==> src/rtl/keygen_div_div_13s_9ns_13_seq_pkg.sv <==
// Shared constants, state encoding and helpers for the keygen 13s/9ns sequential divider.
package keygen_div_pkg;

  localparam int unsigned DIVIDEND_W = 13;
  localparam int unsigned DIVISOR_W  = 9;
  localparam int unsigned PREM_W     = 10;
  localparam int unsigned CNT_W      = 4;

  localparam logic [CNT_W-1:0]      ITER_FIRST = CNT_W'(DIVIDEND_W - 1);
  localparam logic [DIVIDEND_W-1:0] DBZ_QUOT   = 13'h1FFF;

  typedef enum logic [1:0] {
    IDLE = 2'd0,
    CALC = 2'd1,
    FIX  = 2'd2
  } state_t;

  // Two's-complement negate when neg is set; -4096 maps onto itself.
  function automatic logic [DIVIDEND_W-1:0] cond_negate(
    input logic [DIVIDEND_W-1:0] v,
    input logic                  neg
  );
    return neg ? (~v + DIVIDEND_W'(1)) : v;
  endfunction

endpackage

==> src/rtl/keygen_div_div_13s_9ns_13_seq_if.sv <==
// Handshake and data bundle between a requester and the keygen divider.
interface keygen_div_if;
  import keygen_div_pkg::*;

  logic                  ce;
  logic                  start;
  logic [DIVIDEND_W-1:0] din0;
  logic [DIVISOR_W-1:0]  din1;
  logic                  ready;
  logic                  done;
  logic [DIVIDEND_W-1:0] quot;
  logic [DIVIDEND_W-1:0] rem;
  logic                  dbz;

  modport master (
    output ce, start, din0, din1,
    input  ready, done, quot, rem, dbz
  );

  modport slave (
    input  ce, start, din0, din1,
    output ready, done, quot, rem, dbz
  );

endinterface

==> src/rtl/keygen_div_div_13s_9ns_13_seq_step.sv <==
// One combinational restoring-division step: shift in a dividend bit, trial-subtract the divisor.
module keygen_div_step
  import keygen_div_pkg::*;
(
  input  logic [PREM_W-1:0]    i_prem,
  input  logic                 i_bit,
  input  logic [DIVISOR_W-1:0] i_divisor,
  output logic [PREM_W-1:0]    o_prem,
  output logic                 o_qbit
);

  logic [PREM_W:0] w_shift;

  // The compare uses the full shifted width; the subtraction only needs the low bits
  // because a kept result is always below the divisor.
  assign w_shift = {i_prem, i_bit};
  assign o_qbit  = (w_shift >= (PREM_W + 1)'(i_divisor));
  assign o_prem  = o_qbit ? (w_shift[PREM_W-1:0] - PREM_W'(i_divisor))
                          : w_shift[PREM_W-1:0];

endmodule

==> src/rtl/keygen_div_div_13s_9ns_13_seq.sv <==
// Sequential 13s/9ns truncating divider, 14-cycle latency, ce-stallable.
// Define KEYGEN_DIV_REM_EN to build the remainder datapath; otherwise rem is tied to 0.
module keygen_div_div_13s_9ns_13_seq
  import keygen_div_pkg::*;
(
  input  logic        clk,
  input  logic        reset_n,
  keygen_div_if.slave bus
);

  state_t                r_state;
  logic [CNT_W-1:0]      r_cnt;
  logic [DIVIDEND_W-1:0] r_qsh;
  logic [PREM_W-1:0]     r_prem;
  logic [DIVISOR_W-1:0]  r_div;
  logic                  r_neg;
  logic                  r_done;
  logic [DIVIDEND_W-1:0] r_quot;
  logic                  r_dbz;
`ifdef KEYGEN_DIV_REM_EN
  logic [DIVIDEND_W-1:0] r_din0;
  logic [DIVIDEND_W-1:0] r_rem;
  logic [DIVIDEND_W-1:0] w_rem_fix;
`endif

  logic [DIVIDEND_W-1:0] w_mag;
  logic [DIVIDEND_W-1:0] w_quot_fix;
  logic [PREM_W-1:0]     w_prem;
  logic                  w_qbit;
  logic                  w_div_zero;

  assign w_mag      = cond_negate(bus.din0, bus.din0[DIVIDEND_W-1]);
  assign w_div_zero = (r_div == '0);

  // r_qsh shifts the dividend magnitude out of its MSB while quotient bits enter at
  // the LSB, so after the last step it holds the unsigned quotient.
  keygen_div_step u_step (
    .i_prem    (r_prem),
    .i_bit     (r_qsh[DIVIDEND_W-1]),
    .i_divisor (r_div),
    .o_prem    (w_prem),
    .o_qbit    (w_qbit)
  );

  assign w_quot_fix = w_div_zero ? DBZ_QUOT : cond_negate(r_qsh, r_neg);
`ifdef KEYGEN_DIV_REM_EN
  assign w_rem_fix  = w_div_zero ? r_din0 : cond_negate(DIVIDEND_W'(r_prem), r_neg);
`endif

  always_ff @(posedge clk or negedge reset_n) begin
    if (!reset_n) begin
      r_state <= IDLE;
      r_cnt   <= '0;
      r_qsh   <= '0;
      r_prem  <= '0;
      r_div   <= '0;
      r_neg   <= 1'b0;
      r_done  <= 1'b0;
      r_quot  <= '0;
      r_dbz   <= 1'b0;
`ifdef KEYGEN_DIV_REM_EN
      r_din0  <= '0;
      r_rem   <= '0;
`endif
    end else if (bus.ce) begin
      r_done <= 1'b0;
      case (r_state)
        IDLE: begin
          if (bus.start) begin
            r_qsh   <= w_mag;
            r_div   <= bus.din1;
            r_neg   <= bus.din0[DIVIDEND_W-1];
            r_prem  <= '0;
            r_cnt   <= ITER_FIRST;
            r_state <= CALC;
`ifdef KEYGEN_DIV_REM_EN
            r_din0  <= bus.din0;
`endif
          end
        end
        CALC: begin
          r_prem <= w_prem;
          r_qsh  <= {r_qsh[DIVIDEND_W-2:0], w_qbit};
          r_cnt  <= r_cnt - 1'b1;
          if (r_cnt == '0) begin
            r_state <= FIX;
          end
        end
        FIX: begin
          r_quot  <= w_quot_fix;
          r_dbz   <= w_div_zero;
          r_done  <= 1'b1;
          r_state <= IDLE;
`ifdef KEYGEN_DIV_REM_EN
          r_rem   <= w_rem_fix;
`endif
        end
        default: r_state <= IDLE;
      endcase
    end
  end

  assign bus.ready = (r_state == IDLE);
  assign bus.done  = r_done;
  assign bus.quot  = r_quot;
  assign bus.dbz   = r_dbz;
`ifdef KEYGEN_DIV_REM_EN
  assign bus.rem   = r_rem;
`else
  assign bus.rem   = '0;
`endif

endmodule

==> src/flat_wrapper.sv <==
// flat-port wrapper written by rule: the top's interface ports become plain ports
module keygen_div_div_13s_9ns_13_seq_flat import keygen_div_pkg::*;
  (clk, reset_n, bus_ce, bus_start, bus_din0, bus_din1, bus_ready, bus_done, bus_quot, bus_rem, bus_dbz);
  keygen_div_if bus_i ();
  input  logic clk;
  input  logic reset_n;
  input wire logic [$bits(bus_i.ce)-1:0] bus_ce;
  input wire logic [$bits(bus_i.start)-1:0] bus_start;
  input wire logic [$bits(bus_i.din0)-1:0] bus_din0;
  input wire logic [$bits(bus_i.din1)-1:0] bus_din1;
  output wire logic [$bits(bus_i.ready)-1:0] bus_ready;
  output wire logic [$bits(bus_i.done)-1:0] bus_done;
  output wire logic [$bits(bus_i.quot)-1:0] bus_quot;
  output wire logic [$bits(bus_i.rem)-1:0] bus_rem;
  output wire logic [$bits(bus_i.dbz)-1:0] bus_dbz;
  assign bus_i.ce = bus_ce;
  assign bus_i.start = bus_start;
  assign bus_i.din0 = bus_din0;
  assign bus_i.din1 = bus_din1;
  assign bus_ready = bus_i.ready;
  assign bus_done = bus_i.done;
  assign bus_quot = bus_i.quot;
  assign bus_rem = bus_i.rem;
  assign bus_dbz = bus_i.dbz;
  keygen_div_div_13s_9ns_13_seq u_core (.clk(clk), .reset_n(reset_n), .bus(bus_i));
endmodule
==> config.mk <==
export PLATFORM = sky130hd
export DESIGN_NAME = keygen_div_div_13s_9ns_13_seq_flat
export DESIGN_NICKNAME = d
export VERILOG_FILES = /design/src/rtl/keygen_div_div_13s_9ns_13_seq_pkg.sv /design/src/rtl/keygen_div_div_13s_9ns_13_seq_if.sv /design/src/rtl/keygen_div_div_13s_9ns_13_seq_step.sv /design/src/rtl/keygen_div_div_13s_9ns_13_seq.sv /design/src/flat_wrapper.sv
export SDC_FILE = /design/constraint.sdc
export NUM_CORES = 1
export LEC_CHECK = 0
export CAP_MARGIN = 20
export CORE_AREA = 2 2 99 101
export CTS_CLUSTER_SIZE = 30
export DETAILED_ROUTE_END_ITERATION = 7
export DIE_AREA = 0 0 101 103
export SLEW_MARGIN = 20
export SYNTH_ARGS = -nofsm -noshare
export SYNTH_HDL_FRONTEND = slang
export SYNTH_SLANG_ARGS = --single-unit
==> constraint.sdc <==
create_clock -name clk -period 2.4 [get_ports clk]
set_clock_uncertainty 0.15 [all_clocks]
set_input_delay 0.48 -clock clk [delete_from_list [all_inputs] [get_ports clk]]
set_output_delay 0.48 -clock clk [all_outputs]
set_load 0.1 [all_outputs]
==> results.sh, run 1 <==
export IMPL_multi_input_area_um2=1660
export IMPL_clockBufferDepth=2
export IMPL_cp_max_fo=5
export IMPL_start_kind="flip-flop"
export IMPL_cts_root_buf="clkbuf_8"
export IMPL_htree_num_levels=2
export IMPL_fin_tns_setup_ns=0
export IMPL_combPwrFrac_pct=62.7
export IMPL_core_um2=9460
export IMPL_ys_types=43
export IMPL_cts_setup_buffers=0
export IMPL_cts_tree="built"
export IMPL_cts_buffers=5
export IMPL_synth_area_um2=3200
export IMPL_drc=0
export IMPL_failed_checks="hold timing"
export IMPL_async_reset_ff_share_pct=100
export IMPL_synth_area_top_cells="dfrtp_1 42%, o21ai_0 7.0%, nand2_1 6.2%"
export IMPL_gr_total_overflow=0
export IMPL_routed_via_count=2617
export IMPL_critical_path_top_delay_family="compound AO/OA/AOI/OAI gates"
export IMPL_power_leakage_nw=1.73
export IMPL_port_buffers=41
export IMPL_synth_ff_type="dfrtp_1"
export IMPL_crit_buf_inv=2
export IMPL_synth_seq_area_share_pct=42.3
export IMPL_slowest_delay_ns=0.38
export IMPL_cp_data_required_time_ns=2.45
export IMPL_drt_wl_total_um=7000
export IMPL_syn_to_final_growth_pct=20.9
export IMPL_die_x_um=101
export IMPL_synth_commonest_cells="54 x dfrtp_1, 53 x nand2_1, 45 x o21ai_0"
export IMPL_grt_pass1_vias=2385
export IMPL_clk_latency_ns=0.31
export IMPL_synth_seq_cells=54
export IMPL_start_util_pct=33.8
export IMPL_wire_per_inst_um=13.1
export IMPL_diodes=0
export IMPL_worst_setup_path_end_kind="flip-flop"
export IMPL_swShare_pct=51.5
export IMPL_synth_edf_count=0
export IMPL_post_dp_cell_area_um2=3770
export IMPL_track_usage_pct=13.8
export IMPL_power_mw=6.07
export IMPL_clock_fmax_mhz=449
export IMPL_yosysWarnings=0
export IMPL_seqPwrFrac_pct=28.6
export IMPL_place_ws_ns=-0.0628
export IMPL_finalCritPeriodShare_pct=92.8
export IMPL_critical_path_arrival_ns=2.28
export IMPL_grt_first_pass_wirelength_um=11400
export IMPL_seq_area_um2=1350
export IMPL_avgViaCountPerCell=4.90
export IMPL_antenna_found_initial=0
export IMPL_path_cells="inv_1, ha_1, and4_1, a31oi_1, o211ai_1, buf_4, mux2i_1, a32o_1"
export IMPL_clk_pin_slew_ns=0.10
export IMPL_fp_dieH_um=103
export IMPL_cpMaxStageDelayCell="ha_1"
export IMPL_slew_viol_final=0
export IMPL_synthCells=365
export IMPL_ir_drop_v=0.000592
export IMPL_hold_viol=2
export IMPL_status="finished, violations left"
export IMPL_slew_headroom_pct=62.8
export IMPL_yosysTopAreaCell="dfrtp_1"
export IMPL_path_class="flip-flop to flip-flop"
export IMPL_maxCapViolCount=0
export IMPL_setup_violations=0
export IMPL_drt_pass1_iterations=4
export IMPL_tightest_slew_ns=0.553
export IMPL_drt_initial_drc_count=84
export IMPL_die_area_um2=10400
export IMPL_hold_worst_slack_ns=-0.0133
export IMPL_drive_gt1_share_pct=12.9
export IMPL_dp_hpwl_um=5260
export IMPL_cts_sinks=54
export IMPL_fill_cells=932
export IMPL_layout_setup_ws_ns=0.173
export IMPL_holdCritPathClass="primary input to asynchronous set/reset pin"
export IMPL_grt_max_degree=55
export IMPL_fin_nets=458
export IMPL_rsz0062_at_grt="no"
export IMPL_period_minus_slack_ns=2.23
export IMPL_power_density_nw_per_um2=1570
export IMPL_rows=36
export IMPL_synthMostInstantiatedCell="dfrtp_1"
export IMPL_clkPwrFrac_pct=8.7
export IMPL_power_switching_mw=3.13
export IMPL_io_pins=55
export IMPL_antenna_left=0
export IMPL_p_int_mw=2.94
export IMPL_place_congestion=0.858
export IMPL_final_area_um2=3870
export IMPL_yosysTopAreaCellShare_pct=42.3
export IMPL_postSynthAreaPerCell_um2=8.76
path summary, 6_finish.rpt:
check	cells past startpoint	to	startpoint	slack [ns]
setup / recovery	8	u_core.r_prem[0]	u_core.r_div[8]	0.17
hold / removal	2	u_core.r_cnt[3]	reset_n	-0.01
setup reg to reg	8	u_core.r_prem[0]	u_core.r_div[8]	0.17
hold reg to reg	2	u_core.r_prem[9]	u_core.r_prem[9]	0.35
max in group asynchronous	2	u_core.r_div[0]	reset_n	1.85
min in group clk	2	u_core.r_prem[9]	u_core.r_prem[9]	0.35
metrics by stage:
stage	instances	hold WS (ns)	utilization [%]
after detailed placement	526	0.325	39.9
after CTS	534	0.0112	40.8
after global routing	534	0.0167	40.9
after global placement	526	0.326	39.9
after floorplan	377	0.0344	-
final	534	-0.0133	40.9
worst reg2reg max path, cell delays in order (launching register included):
cell      delay, ns
dfrtp_1        0.37
inv_1          0.08
ha_1           0.38
and4_1         0.24
a31oi_1        0.21
o211ai_1       0.14
buf_4          0.18
mux2i_1        0.11
a32o_1         0.25
metal layers:
layer	track usage, %	vias to the layer above	part of all wire, %
met4	4.57	0	1.1
met5	0	-	0
met1	19.1	1235	49
li1	-	1340	-
met3	2.03	5	2.5
met2	22.2	37	47
area by class of cell:
cell class                      instances  area share [%]
Clock buffer                            5            1.78
Clock inverter                          3           0.550
Inverter                               20            1.94
Multi-Input combinational cell        275            43.0
Sequential cell                        54            35.0
Tap cell                              114            3.69
Timing Repair Buffer                   63            14.0
kinds of logic after synthesis:
group	after synthesis	synth area share [%]
AOI/OAI and AO/OA	101	18.6
xor gates and xnor gates	28	7.67
DFF	54	42.3
buffers and inverters	48	7.32
adders and majority gates	13	5.32
other	1	0.117
and+or+nand+nor	108	14.9
muxes	12	3.83
sequential cells by signal, summed over array words and instances, names as in the netlist:
signal           count
u_core.bus.quot     13
u_core.r_qsh        13
u_core.r_prem       10
u_core.r_div         9
u_core.r_cnt         4
u_core.r_state       2
u_core.bus.dbz       1
u_core.bus.done      1
u_core.r_neg         1
repair_timing:
action | in CTS | in global routing
hold buffers | 0 | 0
gates resized for setup | 0 | 4
setup endpoints to repair | 0 | 3
endpoints found under the hold margin | 0 | 0
power by group through the flow:
| stage | Combinational [mW] | Sequential, mW | Clock, mW |
|---|---|---|---|
| finish | 3.81 | 1.74 | 0.526 |
| CTS | 3.81 | 1.74 | 0.550 |
| global route | 4.19 | 1.81 | 0.581 |
| floorplan | 2.20 | 2.48 | 0 |
| detailed placement | 3.80 | 1.75 | 0 |
| global placement | 3.76 | 1.74 | 0 |
placed cells by master (no fill, tap or decap), types with 4 or more instances in the layout:
master,n
a21oi_1,18
buf_4,37
clkbuf_8,5
clkdlybuf4s50_1,24
conb_1,13
dfrtp_1,54
ha_1,12
inv_1,19
mux2i_1,10
nand2_1,53
nand2b_1,4
nor2_1,30
o21ai_0,45
o22ai_1,13
o31ai_1,8
or4_1,4
xnor2_1,18
xor2_1,10
No activity file was read; power rests on OpenSTA's default activity.
==> run 2, diff against run 1 <==
CORE_AREA = 2 2 82 123   (was 2 2 99 101)
DIE_AREA = 0 0 84 125   (was 0 0 101 103)
PLACE_DENSITY = 0.57   (was unset)
==> results.sh, run 2 (synthesized netlist as in run 1, its figures left out) <==
export IMPL_io_pins=55
export IMPL_track_usage_pct=14.0
export IMPL_cts_sinks=54
export IMPL_core_um2=9520
export IMPL_cts_tree="built"
export IMPL_gr_total_overflow=0
export IMPL_wire_per_inst_um=13.3
export IMPL_slew_headroom_pct=62.5
export IMPL_die_area_um2=10500
export IMPL_syn_to_final_growth_pct=26.5
export IMPL_finalCritPeriodShare_pct=95.0
export IMPL_cp_startpoint="u_core.r_qsh[12]"
export IMPL_clockBufferDepth=2
export IMPL_avgViaCountPerCell=4.91
export IMPL_period_minus_slack_ns=2.28
export IMPL_clock_fmax_mhz=439
export IMPL_fp_dieH_um=125
export IMPL_drc=0
export IMPL_cp_data_required_time_ns=2.42
export IMPL_slew_viol_final=0
export IMPL_hold_viol=0
export IMPL_mostFrequentLayoutCells="53 x nand2_1, 53 x dfrtp_1, 45 x o21ai_0"
export IMPL_r2r_setup_slack_ns=0.12
export IMPL_grt_max_degree=34
export IMPL_htree_num_levels=2
export IMPL_place_ws_ns=-0.0413
export IMPL_grt_first_pass_wirelength_um=12200
export IMPL_layout_setup_ws_ns=0.120
export IMPL_diodes=0
export IMPL_tightest_slew_ns=0.558
export IMPL_clk_latency_ns=0.29
export IMPL_path_class="flip-flop to flip-flop"
export IMPL_start_util_pct=33.6
export IMPL_cp_endpoint="u_core.r_prem[6]"
export IMPL_status="completed"
export IMPL_drt_pass1_iterations=4
export IMPL_place_congestion=0.821
export IMPL_fill_cells=957
export IMPL_drive_gt1_share_pct=15.8
export IMPL_cts_buffers=5
export IMPL_clk_pin_slew_ns=0.07
export IMPL_die_x_um=84
export IMPL_cp_max_fo=2
export IMPL_rows=44
export IMPL_worst_setup_path_end_kind="flip-flop"
export IMPL_grt_pass1_vias=2593
export IMPL_cts_root_buf="clkbuf_16"
export IMPL_setup_violations=0
export IMPL_maxCapViolCount=0
export IMPL_rr_startpoint="u_core.r_qsh[12]"
export IMPL_port_buffers=41
export IMPL_routed_via_count=2644
export IMPL_reg2reg_to="u_core.r_prem[6]"
export IMPL_fin_tns_setup_ns=0
export IMPL_drt_wl_total_um=7160
export IMPL_drt_initial_drc_count=126
export IMPL_antenna_left=0
export IMPL_rsz0062_at_grt="no"
export IMPL_start_kind="flip-flop"
export IMPL_dp_hpwl_um=5490
export IMPL_critical_path_arrival_ns=2.30
export IMPL_holdCritPathClass="primary input to asynchronous set/reset pin"
export IMPL_antenna_found_initial=0
export IMPL_fin_nets=462
export IMPL_r2r_cells=10
export IMPL_cts_hold_buf=0
==> run 2: cell types whose count changed in the layout (fill, tap and decap cells not counted), sizes merged <==
cell      previous run  this run
buf                 39        43
bufinv               0         1
clkbuf               5         6
clkinv               2         0
clkinvlp             1         0
==> run 2: through the flow <==
stage / hold slack, ns / utilization, % / std cells / area, um2
floorplan: 0.0344 / - / 377 / 3240
detailed placement: 0.332 / 40.0 / 530 / 3810
global route: 0.0418 / 42.5 / 538 / 4050
CTS: 0.0179 / 41.8 / 537 / 3980
finish: 0.00403 / 42.5 / 538 / 4050
global placement: 0.321 / 40.0 / 530 / 3810
==> run 2: what timing repair did <==
item | in CTS | in global routing
gates resized for setup | 1 | 12
setup endpoints to repair | 1 | 9
pin swaps | 0 | 2
buffers inserted | 0 | 1
==> run 2: how the worst min path moves through the flow <==
stage	start	to	slack (ns)
CTS	reset_n	u_core.bus.quot[10]	0.02
finish	reset_n	u_core.bus.quot[10]	0.004
floorplan	reset_n	u_core.bus.dbz	0.03
global placement	u_core.r_qsh[12]	u_core.r_qsh[12]	0.32
global route	reset_n	u_core.bus.quot[10]	0.04
detailed placement	reset_n	u_core.bus.quot[10]	0.33
==> run 2: final cells by class <==
type	count	area [um2]	area share, %
clock inverter	1	30.0	0.742
inverter	20	75.1	1.86
tap	115	144	3.56
multi-input combinational	275	1720	42.5
timing repair buffer	67	586	14.5
sequential	54	1350	33.4
clock buffer	6	139	3.43
==> run 2: critical path: stages, from the launching register on <==
cell and delay [ns]:
dfrtp_1 0.38, inv_1 0.08, ha_1 0.18, inv_1 0.06
fa_2 0.37, nand3_2 0.10, a21boi_1 0.08, o21a_1 0.19
or3_1 0.30, a21boi_0 0.18, o31ai_1 0.08
==> run 2: metal layers <==
layer  part of all wire, %  track usage, %  routed length, um  vias to the layer above
met1                    45            18.3               3220                     1238
li1                      -               -                  -                     1352
met5                     0               0                  0                        -
met3                   3.7            2.38                268                        6
met2                    49            23.2               3540                       48
met4                   1.8            5.41                131                        0
Power of run 2 is left out: the tool's default activity adds up to more than one toggle a clock period on the data nets, which glitch-free logic cannot reach.
==> run 3, diff against run 2 <==
ABC_AREA = 1   (was unset)
CORE_AREA = 2 2 87 131   (was 2 2 82 123)
DIE_AREA = 0 0 89 133   (was 0 0 84 125)
==> results.sh, run 3 <==
export IMPL_status="completed"
export IMPL_fin_nets=579
export IMPL_fill_cells=1152
export IMPL_gr_total_overflow=0
export IMPL_setup_violations=0
export IMPL_place_congestion=0.898
export IMPL_ys_types=36
export IMPL_yosysTopAreaCellShare_pct=36.9
export IMPL_worst_setup_path_end_kind="flip-flop"
export IMPL_clk_pin_slew_ns=0.07
export IMPL_synth_area_top_cells="dfrtp_1 37%, nand2_1 11%, inv_1 6.4%"
export IMPL_async_reset_ff_share_pct=100
export IMPL_layout_setup_ws_ns=0.235
export IMPL_cts_hold_buf=0
export IMPL_crit_buf_inv=3
export IMPL_path_class="flip-flop to flip-flop"
export IMPL_final_area_um2=4350
export IMPL_fp_dieH_um=133
export IMPL_cts_root_buf="clkbuf_16"
export IMPL_clockBufferDepth=2
export IMPL_die_x_um=89
export IMPL_critical_path_arrival_ns=2.20
export IMPL_antenna_found_initial=0
export IMPL_antenna_left=0
export IMPL_slew_viol_final=0
export IMPL_diodes=0
export IMPL_hold_viol=0
export IMPL_synthMostInstantiatedCell="nand2_1"
export IMPL_period_minus_slack_ns=2.16
export IMPL_synth_edf_count=0
export IMPL_syn_to_final_growth_pct=18.7
export IMPL_slew_headroom_pct=51.9
export IMPL_mostFrequentLayoutCells="108 x nand2_1, 62 x inv_1, 54 x dfrtp_1"
export IMPL_slowest_delay_ns=0.41
export IMPL_grt_max_degree=55
export IMPL_drc=0
export IMPL_htree_num_levels=2
export IMPL_wire_per_inst_um=13.3
export IMPL_drive_gt1_share_pct=13.5
export IMPL_power_leakage_nw=2.12
export IMPL_finalCritPeriodShare_pct=90.2
export IMPL_grt_pass1_vias=3262
export IMPL_tightest_slew_ns=0.713
export IMPL_ir_drop_v=0.000519
export IMPL_synth_ff_type="dfrtp_1"
export IMPL_cts_setup_buffers=0
export IMPL_holdCritPathClass="primary input to asynchronous set/reset pin"
export IMPL_synth_seq_cells=54
export IMPL_io_pins=55
export IMPL_drt_pass1_iterations=4
export IMPL_yosysTopAreaCell="dfrtp_1"
export IMPL_yosysWarnings=0
export IMPL_synth_commonest_cells="108 x nand2_1, 62 x inv_1, 54 x dfrtp_1"
export IMPL_cpMaxStageDelayCell="fa_1"
export IMPL_routed_via_count=3287
export IMPL_cts_sinks=54
export IMPL_grt_first_pass_wirelength_um=15400
export IMPL_fin_tns_setup_ns=0
export IMPL_layout_commonest_cell="nand2_1"
export IMPL_critical_path_top_delay_family="simple AND/OR/NAND/NOR gates"
export IMPL_power_density_nw_per_um2=1550
export IMPL_start_kind="flip-flop"
export IMPL_synth_area_um2=3660
export IMPL_power_mw=6.73
export IMPL_post_dp_cell_area_um2=4180
export IMPL_track_usage_pct=16.4
export IMPL_post_cts_resize_count=0
export IMPL_core_um2=10800
export IMPL_dp_hpwl_um=7200
export IMPL_cts_tree="built"
export IMPL_port_buffers=41
export IMPL_cts_buffers=5
export IMPL_avgViaCountPerCell=4.78
export IMPL_rsz0062_at_grt="no"
export IMPL_clk_latency_ns=0.30
export IMPL_synth_seq_area_share_pct=36.9
export IMPL_postSynthAreaPerCell_um2=7.39
export IMPL_cp_data_required_time_ns=2.44
export IMPL_maxCapViolCount=0
export IMPL_synthCells=495
export IMPL_start_util_pct=33.8
export IMPL_drt_wl_total_um=9120
export IMPL_rows=47
export IMPL_die_area_um2=11800
export IMPL_crit_top_cell="nand2_1"
export IMPL_clock_fmax_mhz=462
export IMPL_cp_max_fo=3
export IMPL_path_cells="inv_1, ha_1, inv_1, fa_1, nand3_1, nand3_1, nand2_1, nand2_1, nand2_1, nand2_1, inv_1, nand2_2, nand3_2, nand2_2"
export IMPL_place_ws_ns=0.121
export IMPL_drt_initial_drc_count=154
-- run 3: changes by cell type in the layout (fill, tap and decap cells not counted), sizes merged, moves of 7 or more --
| cell | delta |
|---|---|
| a21oi | +17 |
| buf | -15 |
| inv | +44 |
| mux2i | -10 |
| nand2 | +74 |
| nand3 | +36 |
| nand3b | +11 |
| nor2 | +22 |
| o21ai | -7 |
| o22ai | -8 |
| o31ai | -9 |
| xnor2 | -15 |
-- run 3: stage by stage --
step / util [%] / hold WS, ns / cells
floorplan: - / 0.0344 / 507
global placement: 38.6 / 0.322 / 680
detailed placement: 38.6 / 0.326 / 680
CTS: 40.2 / 0.0362 / 687
global route: 40.2 / 0.0425 / 687
finish: 40.2 / 0.0186 / 687
-- run 3: layout make-up --
class	instances	area, um2	area share (%)
multi-input combinational	363	1930	44.4
sequential	54	1350	31.1
timing repair buffer	52	473	10.9
inverter	64	240	5.53
tap	147	184	4.23
clock buffer	6	139	3.20
clock inverter	1	30.0	0.691
-- run 3: worst reg2reg max path, stage by stage (launching register included) --
cell and delay, ns:
dfrtp_1 0.40, inv_1 0.09, ha_1 0.15, inv_1 0.08, fa_1 0.41, nand3_1 0.12
nand3_1 0.18, nand2_1 0.13, nand2_1 0.06, nand2_1 0.05, nand2_1 0.04, inv_1 0.06
nand2_2 0.05, nand3_2 0.06, nand2_2 0.04
-- run 3: report_power, final --
group | switching [mW] | total [mW] | leakage (nW) | internal (mW)
clock | 0.326 | 0.842 | 0.0829 | 0.516
combinational | 2.95 | 4.20 | 1.39 | 1.25
sequential | 0.358 | 1.69 | 0.645 | 1.33
total | 3.63 | 6.73 | 2.12 | 3.10
-- run 3: per-layer routing --
metal  wire, um  GRT usage, %
met3        279          2.31
met2       4890          29.4
met1       3690          19.6
met4        257          5.47
met5          0             0
-- run 3: path summary, 6_finish.rpt --
path,slack (ns),start,end,depth (start not counted)
worst min register to register,0.35,u_core.r_prem[9],u_core.r_prem[9],2
worst max-delay path,0.24,u_core.r_qsh[12],u_core.r_prem[8],14
worst min-delay path,0.02,reset_n,u_core.r_qsh[9],2
max in group asynchronous,1.82,reset_n,u_core.bus.quot[0],2
min in group clk,0.35,u_core.r_prem[9],u_core.r_prem[9],2
worst max register to register,0.24,u_core.r_qsh[12],u_core.r_prem[8],14
-- run 3: cells by family after synthesis --
| family | after synthesis | share of synthesized area, % |
|---|---|---|
| and+or+nand+nor | 236 | 30.4 |
| AOI/OAI and AO/OA | 93 | 14.3 |
| buffers and inverters | 90 | 11.7 |
| DFF | 54 | 36.9 |
| adders and majority gates | 13 | 4.65 |
| xor gates and xnor gates | 7 | 1.68 |
| other | 1 | 0.102 |
| muxes | 1 | 0.308 |
